`src/rtl/video_sync_gen_if.sv`:
```
// Raster timing bus: pixel/line counters plus registered sync, blank, interrupt and flash strobes.
interface video_sync_gen_if;
   logic [9:0] hcnt;
   logic [9:0] vcnt;
   logic       hsync_n;
   logic       vsync_n;
   logic       csync_n;
   logic       blank_n;
   logic       int_n;
   logic       frame_tick;
   logic       flash;

   modport master (
      output hcnt, vcnt, hsync_n, vsync_n, csync_n, blank_n, int_n, frame_tick, flash
   );

   modport slave (
      input  hcnt, vcnt, hsync_n, vsync_n, csync_n, blank_n, int_n, frame_tick, flash
   );
endinterface

```
`src/rtl/video_sync_gen.sv`:
```
// Raster timing generator; every output is a register decoded from the next counter state (zero lag vs hcnt/vcnt).
// No backpressure: ce gates all advances, reset overrides ce, frame_tick self-clears.
module video_sync_gen #(
   parameter int H_TOTAL      = 448,
   parameter int H_ACTIVE     = 320,
   parameter int H_SYNC_START = 344,
   parameter int H_SYNC_LEN   = 32,
   parameter int V_TOTAL      = 312,
   parameter int V_ACTIVE     = 256,
   parameter int V_SYNC_START = 280,
   parameter int V_SYNC_LEN   = 4,
   parameter int INT_LEN      = 32,
   parameter int FLASH_DIV    = 16
) (
   input  logic             clkvideo,
   input  logic             reset,
   input  logic             ce,
   video_sync_gen_if.master vid
);
   localparam int DIV_W = (FLASH_DIV > 1) ? $clog2(FLASH_DIV) : 1;

   // 12-bit compares keep sync windows that run past the total from aliasing.
   localparam logic [11:0] H_LAST  = 12'(H_TOTAL - 1);
   localparam logic [11:0] V_LAST  = 12'(V_TOTAL - 1);
   localparam logic [11:0] HS_BEG  = 12'(H_SYNC_START);
   localparam logic [11:0] HS_END  = 12'(H_SYNC_START + H_SYNC_LEN);
   localparam logic [11:0] VS_BEG  = 12'(V_SYNC_START);
   localparam logic [11:0] VS_END  = 12'(V_SYNC_START + V_SYNC_LEN);
   localparam logic [11:0] H_ACT   = 12'(H_ACTIVE);
   localparam logic [11:0] V_ACT   = 12'(V_ACTIVE);
   localparam logic [11:0] INT_END = 12'(INT_LEN);
   localparam logic [DIV_W-1:0] DIV_LAST = DIV_W'(FLASH_DIV - 1);

   logic [9:0]       hcnt_q, vcnt_q, h_nxt, v_nxt;
   logic [11:0]      h_ext, v_ext;
   logic             h_wrap, v_wrap;
   logic             hs_nxt, vs_nxt, bl_nxt, int_nxt;
   logic             hsync_q, vsync_q, csync_q, blank_q, int_q, tick_q, flash_q;
   logic [DIV_W-1:0] div_q;

   always_comb begin
      h_wrap  = ({2'b00, hcnt_q} == H_LAST);
      v_wrap  = ({2'b00, vcnt_q} == V_LAST);
      h_nxt   = h_wrap ? 10'd0 : hcnt_q + 10'd1;
      v_nxt   = vcnt_q;
      if (h_wrap)
         v_nxt = v_wrap ? 10'd0 : vcnt_q + 10'd1;
      h_ext   = {2'b00, h_nxt};
      v_ext   = {2'b00, v_nxt};
      hs_nxt  = (h_ext >= HS_BEG) && (h_ext < HS_END);
      vs_nxt  = (v_ext >= VS_BEG) && (v_ext < VS_END);
      bl_nxt  = (h_ext < H_ACT) && (v_ext < V_ACT);
      int_nxt = (v_ext == VS_BEG) && (h_ext < INT_END);
   end

   always_ff @(posedge clkvideo) begin
      if (reset) begin
         hcnt_q  <= '0;
         vcnt_q  <= '0;
         hsync_q <= 1'b1;
         vsync_q <= 1'b1;
         csync_q <= 1'b1;
         blank_q <= 1'b1;
         int_q   <= 1'b1;
         tick_q  <= 1'b0;
         flash_q <= 1'b0;
         div_q   <= '0;
      end else begin
         tick_q <= 1'b0;
         if (ce) begin
            hcnt_q  <= h_nxt;
            vcnt_q  <= v_nxt;
            hsync_q <= !hs_nxt;
            vsync_q <= !vs_nxt;
            // Composite sync inverts hsync while vsync is active.
            csync_q <= vs_nxt ? hs_nxt : !hs_nxt;
            blank_q <= bl_nxt;
            int_q   <= !int_nxt;
            if (h_wrap && v_wrap) begin
               tick_q <= 1'b1;
               if (div_q == DIV_LAST) begin
                  div_q   <= '0;
                  flash_q <= !flash_q;
               end else begin
                  div_q <= div_q + DIV_W'(1);
               end
            end
         end
      end
   end

   assign vid.hcnt       = hcnt_q;
   assign vid.vcnt       = vcnt_q;
   assign vid.hsync_n    = hsync_q;
   assign vid.vsync_n    = vsync_q;
   assign vid.csync_n    = csync_q;
   assign vid.blank_n    = blank_q;
   assign vid.int_n      = int_q;
   assign vid.frame_tick = tick_q;
   assign vid.flash      = flash_q;
endmodule
```
`src/flat_wrapper.sv`:
```
// flat-port wrapper written by rule: the top's interface ports become plain ports
module video_sync_gen_flat 
#(
   parameter int H_TOTAL      = 448,
   parameter int H_ACTIVE     = 320,
   parameter int H_SYNC_START = 344,
   parameter int H_SYNC_LEN   = 32,
   parameter int V_TOTAL      = 312,
   parameter int V_ACTIVE     = 256,
   parameter int V_SYNC_START = 280,
   parameter int V_SYNC_LEN   = 4,
   parameter int INT_LEN      = 32,
   parameter int FLASH_DIV    = 16
)
  (clkvideo, reset, ce, vid_hcnt, vid_vcnt, vid_hsync_n, vid_vsync_n, vid_csync_n, vid_blank_n, vid_int_n, vid_frame_tick, vid_flash);
  video_sync_gen_if vid_i ();
  input  logic clkvideo;
  input  logic reset;
  input  logic ce;
  output wire logic [$bits(vid_i.hcnt)-1:0] vid_hcnt;
  output wire logic [$bits(vid_i.vcnt)-1:0] vid_vcnt;
  output wire logic [$bits(vid_i.hsync_n)-1:0] vid_hsync_n;
  output wire logic [$bits(vid_i.vsync_n)-1:0] vid_vsync_n;
  output wire logic [$bits(vid_i.csync_n)-1:0] vid_csync_n;
  output wire logic [$bits(vid_i.blank_n)-1:0] vid_blank_n;
  output wire logic [$bits(vid_i.int_n)-1:0] vid_int_n;
  output wire logic [$bits(vid_i.frame_tick)-1:0] vid_frame_tick;
  output wire logic [$bits(vid_i.flash)-1:0] vid_flash;
  assign vid_hcnt = vid_i.hcnt;
  assign vid_vcnt = vid_i.vcnt;
  assign vid_hsync_n = vid_i.hsync_n;
  assign vid_vsync_n = vid_i.vsync_n;
  assign vid_csync_n = vid_i.csync_n;
  assign vid_blank_n = vid_i.blank_n;
  assign vid_int_n = vid_i.int_n;
  assign vid_frame_tick = vid_i.frame_tick;
  assign vid_flash = vid_i.flash;
  video_sync_gen #(.H_TOTAL(H_TOTAL), .H_ACTIVE(H_ACTIVE), .H_SYNC_START(H_SYNC_START), .H_SYNC_LEN(H_SYNC_LEN), .V_TOTAL(V_TOTAL), .V_ACTIVE(V_ACTIVE), .V_SYNC_START(V_SYNC_START), .V_SYNC_LEN(V_SYNC_LEN), .INT_LEN(INT_LEN), .FLASH_DIV(FLASH_DIV)) u_core (.clkvideo(clkvideo), .reset(reset), .ce(ce), .vid(vid_i));
endmodule
```
`config.mk`:
```
export PLATFORM = sky130hd
export DESIGN_NAME = video_sync_gen_flat
export DESIGN_NICKNAME = d
export VERILOG_FILES = /design/src/rtl/video_sync_gen_if.sv /design/src/rtl/video_sync_gen.sv /design/src/flat_wrapper.sv
export SDC_FILE = /design/constraint.sdc
export NUM_CORES = 1
export LEC_CHECK = 0
export CAP_MARGIN = 20
export CORE_MARGIN = 2
export CORE_UTILIZATION = 44
export CTS_CLUSTER_SIZE = 14
export DETAILED_ROUTE_END_ITERATION = 10
export PLACE_DENSITY = 0.76
export SYNTH_ARGS = -nofsm -noshare
export SYNTH_HDL_FRONTEND = slang
export SYNTH_SLANG_ARGS = --single-unit
```
`constraint.sdc`:
```
create_clock -name clkvideo -period 2.45 [get_ports clkvideo]
set_input_delay 0.49 -clock clkvideo [delete_from_list [all_inputs] [get_ports clkvideo]]
set_output_delay 0.49 -clock clkvideo [all_outputs]
set_load 0.05 [all_outputs]
```
==> reports/summary.txt, run 1 <==
RSZ-0062 raised after global routing -> no
CP Launch Type -> register
Final setup viols -> 0
Mapped cell area -> 0.00196 sq mm
Post-DP HPWL -> 3290 microns
Vias in the first global route -> 1773
Peak Freq -> 0.447 GHz
Die Width -> 70.8 microns
Number of max-cap violations -> 0
Post-Synthesis Cells -> 249
Vias -> 1931
Crit path max-delay cell type -> dfxtp_1
Worst Skew -> 7.13 ps
Final hold violations -> 0
LEAKAGE -> 0.854 nW
Final slew viol count -> 0
Largest net degree at the start of global routing -> 29
Fraction of registers with async set/reset -> 0%
FF-to-FF path depth -> 8
Synth warn -> 0
Area contributors post-synth -> dfxtp_1 (32%), nor2_1 (6.3%), a21oi_1 (4.8%), nand2_1 (4.6%), xnor2_1 (3.6%)
First-pass GRT wire length -> 8050 microns
Area growth syn-to-layout -> 24.2%
DP Cell Count -> 329
IO buf count -> 29
ANT cells -> 0
Post-synth cell types -> 58
Max stage delay on crit path -> 430 ps
Mean post-synth cell area -> 7.88 sq um
Critical Path Stages -> 8
Nets -> 290
Wire per inst -> 13.9 microns
Total Routing Usage GR -> 19.8%
Effective utilization at floorplan -> 45.4%
Total CTS buffers -> 5
Worst-margin pin slew -> 503 ps
Clock transition at path regs -> 70 ps
DRC violations left -> 0
Share of cells above drive strength 1 -> 14.0%
Cell Rows -> 24
Clock Latency Late Sink -> 290 ps
Seq cells post-synth -> 31
Post-synth EDFFs -> 0
Tmin final -> 2240 ps
Multi-input logic area -> 0.00120 sq mm
Worst endpoint required time -> 2640 ps
Run status -> complete, no violations
Storage cell area -> 621 sq um
DRT Pass-1 Iters -> 4
Gr ovfl total -> 0
Chip height -> 70.8 microns
Worst path bufs/invs -> 1
Core Area -> 0.00432 sq mm
Clock Sinks -> 31
Non-Filler Instances -> 337
Post-synth top area cell -> dfxtp_1
IO Count -> 30
Slew Limit Headroom -> 66.4%
Family with the most delay on the worst path -> compound AO/OA/AOI/OAI gates
Die area -> 0.00501 sq mm
Placed inst area -> 0.00232 sq mm
Antenna violation net count after detailed routing -> 0
Initial antenna violation count -> 0
Setup tns final -> 0 ps
Net Count, Synth -> 255
WS Path Type -> reg -> reg
Fin area -> 0.00244 sq mm
Pwr/cell area -> 457 mW/mm^2
Root Buffer -> clkbuf_8
Placer Congestion -> 0.889
First-iteration detailed-routing DRC count -> 226
Crit. End Element -> register
VDD IR max -> 314 uV
Htree depth -> 2
Final worst-path cycle share -> 91.4%
Sequential-to-total area share from yosys stat -> 31.6%
HP Class -> reg -> reg
Routed WL -> 4680 microns
Fill cell count -> 407
Clk buf depth -> 2
Cells on Worst Hold Path -> 2
CTS tree -> built
Crit Path Max Fanout -> 11
WP data arrival -> 2430 ps
Routed vias/inst -> 5.73
Ys flop type -> dfxtp_1
Cell Chain, Critical Path -> ha_1, and2_0, buf_4, nand2_1, a211o_1, a21oi_1, a41oi_1, o41ai_1
Hold_ws -> 501 ps
Post-synth top area share -> 31.6%
## cells in the mapped netlist, types with 2 or more instances
cell type,n
or3_1,2
clkbuf_1,5
xnor2_1,8
ha_1,3
o31ai_1,2
a31oi_1,3
nor2_1,33
o211ai_1,2
buf_2,3
dfxtp_1,31
or4_1,2
and3_1,2
nand2_1,24
a41oi_1,3
nand4_1,8
inv_1,8
nor4_1,5
xor2_1,6
nand3_1,11
and3_2,4
a211oi_1,2
o21ai_0,13
nor3_1,12
buf_6,4
mux2i_1,2
a21oi_1,19
## flip-flops by register name, indices dropped and copies added (netlist names)
name	flops
u_core.vid.frame_tick	1
u_core.vid.csync_n	1
u_core.div_q	4
u_core.vid.hsync_n	1
u_core.vid.hcnt	10
u_core.vid.vsync_n	1
u_core.vid.flash	1
u_core.vid.int_n	1
u_core.vid.vcnt	10
u_core.vid.blank_n	1
## power breakdown
part / total (W) / internal, W / switching (W)
combinational: 0.0000685 / 0.0000237 / 0.0000447
clock: 0.000529 / 0.000329 / 0.000201
sequential: 0.000517 / 0.000509 / 0.00000785
total: 0.00111 / 0.000862 / 0.000253
## final timing paths
| kind | from | end | slack (ps) |
|---|---|---|---|
| setup / recovery | u_core.vid.hcnt[0] | u_core.vid.blank_n | 210 |
| hold / removal | u_core.vid.hsync_n | u_core.vid.hsync_n | 500 |
| hold reg to reg | u_core.vid.hsync_n | u_core.vid.hsync_n | 500 |
| setup reg to reg | u_core.vid.hcnt[0] | u_core.vid.blank_n | 210 |
## worst reg2reg max path, cell delays in order, from the launching register on
cell and delay [ps]:
dfxtp_1 430, ha_1 230, and2_0 240, buf_4 180
nand2_1 210, a211o_1 360, a21oi_1 140, a41oi_1 60
o41ai_1 300
## final cells by class
class	instances	area share, %
Inverter	9	1.39
Multi-Input combinational cell	193	49.2
Timing Repair Buffer	44	16.5
Tap cell	52	2.67
Clock buffer	6	3.39
Sequential cell	31	25.4
Clock inverter	2	1.44
## cells in the final DEF (no fill, tap or decap), types with 2 or more instances in the layout
master           synthesis  layout
nand4_1                  8       8
a211oi_1                 2       2
nor2_1                  33      33
xnor2_1                  8       8
and3_2                   4       5
nor4_1                   5       5
clkdlybuf4s50_1          0      29
mux2i_1                  2       2
a31oi_1                  3       3
nand2_1                 24      24
o211ai_1                 2       2
buf_4                    1      15
nand3_1                 11      11
clkbuf_8                 1       6
or4_1                    2       2
nor3_1                  12      12
ha_1                     3       3
xor2_1                   6       6
inv_1                    8       8
or3_1                    2       2
a41oi_1                  3       3
o21ai_0                 13      13
a21oi_1                 19      19
o31ai_1                  2       2
dfxtp_1                 31      31
## kinds of logic after synthesis
kind of cell | after synthesis | share of synthesized area, %
xor+xnor | 14 | 6.25
fa+ha+maj | 3 | 1.91
simple gates | 117 | 32.1
mux | 3 | 1.59
compound gates | 56 | 19.2
buf+inv | 25 | 7.39
flops | 31 | 31.6
## metrics by stage
step	util, %	setup slack [ps]	power (W)
finish	56.4	211	0.00111
global route	56.4	7.39	0.00116
CTS	56.4	164	0.00112
detailed placement	53.6	181	0.000596
global placement	53.6	272	0.000595
floorplan	-	32.6	0.000573
## per-layer routing
metal	up-vias	global-route usage, %	part of all wire [%]
li1	972	-	-
met1	894	26.5	48
met2	55	30.9	45
met3	10	5.27	5.3
met4	0	7.13	1.5
met5	-	0	0
## repair_timing
action	CTS	global route
gates resized for setup	0	1
hold buffers	0	0
setup endpoints to repair	0	1
buffers inserted	0	0
hold endpoints to repair	0	0
Power figures use the tool's default switching activity.
==> run 2, diff against run 1 <==
SETUP_SLACK_MARGIN = 0.1   (was not set)
==> run 2 against run 1 <==
  * Clock skew shrank 3.9 ps
  * Die area is the same
  * Via count shrank 0.88%
  * Worst hold slack lost 14 ps
  * Sequential cell count is the same
  * Register-to-register slack gained 120 ps
  * Sequential share of layout area grew 0.34 points
  * Clock power shrank 16%
  * Count of clock-buffer cells in the layout grew 2
  * First-iteration DRC count shrank 41%
  * Total power shrank 7.7%
  * Critical endpoint is now vid_vcnt[8]
  * Largest power group is now sequential cells
==> reports/summary.txt, run 2 (synthesized netlist as in run 1, its figures left out) <==
Cts hold-fix bufs -> 0
IO Count -> 30
Share of cells above drive strength 1 -> 15.1%
Final setup viols -> 0
Core Area -> 0.00432 sq mm
Vias -> 1914
Storage cell area -> 626 sq um
LEAKAGE -> 0.845 nW
Worst Skew -> 3.20 ps
Worst-margin pin slew -> 515 ps
Fill cell count -> 425
Routed vias/inst -> 5.68
First-pass GRT wire length -> 8020 microns
Worst setup path endpoint -> vid_vcnt[8]
Pwr/cell area -> 424 mW/mm^2
Peak Freq -> 0.465 GHz
Clk buf depth -> 2
Cell Rows -> 24
RSZ-0062 raised after global routing -> no
Largest net degree at the start of global routing -> 16
Nets -> 290
Htree depth -> 2
Total CTS buffers -> 5
CP Launch Type -> register
Setup Buffers After CTS -> 0
Worst r2r src -> u_core.vid.hcnt[6]
Commonest non-fill, non-tap cell in the layout -> nor2_1
FF-to-FF setup slack -> 330 ps
Initial antenna violation count -> 0
Total Routing Usage GR -> 19.6%
Setup WS pre-CTS -> 292 ps
Family with the most delay on the worst path -> buffers and inverters
Multi-input logic area -> 0.00120 sq mm
Crit. End Element -> output pin
Slew Limit Headroom -> 65.4%
Final slew viol count -> 0
Die Width -> 70.8 microns
Area growth syn-to-layout -> 23.6%
HP Class -> reg -> reg
Final worst setup slack -> 300 ps
FF-to-FF path depth -> 7
Run status -> complete, no violations
Antenna violation net count after detailed routing -> 0
DRC violations left -> 0
DRT Pass-1 Iters -> 4
Post-CTS sizing -> 0
IO buf count -> 29
WS Path Type -> reg -> out
Highest-count cells in the layout ignoring fill and taps -> nor2_1 (33), clkdlybuf4s50_1 (29), dfxtp_1 (27)
Effective utilization at floorplan -> 45.4%
Clock Sinks -> 31
Critical Path Source -> u_core.vid.vcnt[8]
Finished Core Util -> 56.1%
Gr ovfl total -> 0
Cell Chain, Critical Path -> clkdlybuf4s50_1
Post-DP HPWL -> 3400 microns
Wire per inst -> 13.8 microns
Crit path max-delay cell type -> clkdlybuf4s50_1
Final worst-path cycle share -> 87.8%
Root Buffer -> clkbuf_8
ANT cells -> 0
Worst endpoint required time -> 1960 ps
Placer Congestion -> 0.864
Reg-to-reg endpoint -> u_core.vid.csync_n
Die area -> 0.00501 sq mm
Chip height -> 70.8 microns
Final hold violations -> 0
Tmin final -> 2150 ps
Setup tns final -> 0 ps
Crit Path Max Fanout -> 8
CTS tree -> built
Critical Path Stages -> 1
WP data arrival -> 1660 ps
Clock Latency Late Sink -> 290 ps
Final Power -> 0.00103 W
Worst path bufs/invs -> 1
Vias in the first global route -> 1743
Clock transition at path regs -> 60 ps
VDD IR max -> 230 uV
Routed WL -> 4640 microns
Number of max-cap violations -> 0
Max stage delay on crit path -> 870 ps
First-iteration detailed-routing DRC count -> 133
run 2: area by class of cell:
| class | instances | share of cell area [%] |
|---|---|---|
| clock buffers | 8 | 4.13 |
| well taps | 52 | 2.68 |
| flip-flops and latches | 31 | 25.8 |
| inverters | 9 | 1.39 |
| repair buffers | 44 | 16.6 |
| multi-input cells | 193 | 49.4 |
run 2: routing by layer:
metal / up-vias / GRT usage [%] / part of all wire [%]
met4: 0 / 8.60 / 1.6
met2: 58 / 29.2 / 47
met3: 7 / 4.56 / 5.0
met1: 879 / 27.2 / 47
li1: 970 / - / -
met5: - / 0 / 0
run 2: how the worst min path moves through the flow:
stage / from / endpoint / slack [ps] / cells past startpoint
finish: u_core.vid.int_n / u_core.vid.int_n / 490 / 2
global route: u_core.vid.hsync_n / u_core.vid.hsync_n / 510 / 2
CTS: u_core.vid.int_n / u_core.vid.int_n / 490 / 2
detailed placement: u_core.vid.int_n / u_core.vid.int_n / 480 / 2
global placement: u_core.vid.blank_n / u_core.vid.blank_n / 470 / 2
floorplan: u_core.div_q[3] / u_core.div_q[3] / 470 / 2
run 2: where the power goes:
part / switching (W) / internal, W
combinational: 0.0000446 / 0.0000247
clock: 0.000186 / 0.000256
sequential: 0.00000776 / 0.000510
total: 0.000238 / 0.000790
run 2: per-stage QoR:
| stage | hold slack, ps | area (sq um) | cells |
|---|---|---|---|
| floorplan | 471 | 1970 | 249 |
| global placement | 470 | 2320 | 329 |
| detailed placement | 476 | 2320 | 329 |
| CTS | 491 | 2420 | 337 |
| global route | 510 | 2430 | 337 |
| finish | 487 | 2430 | 337 |
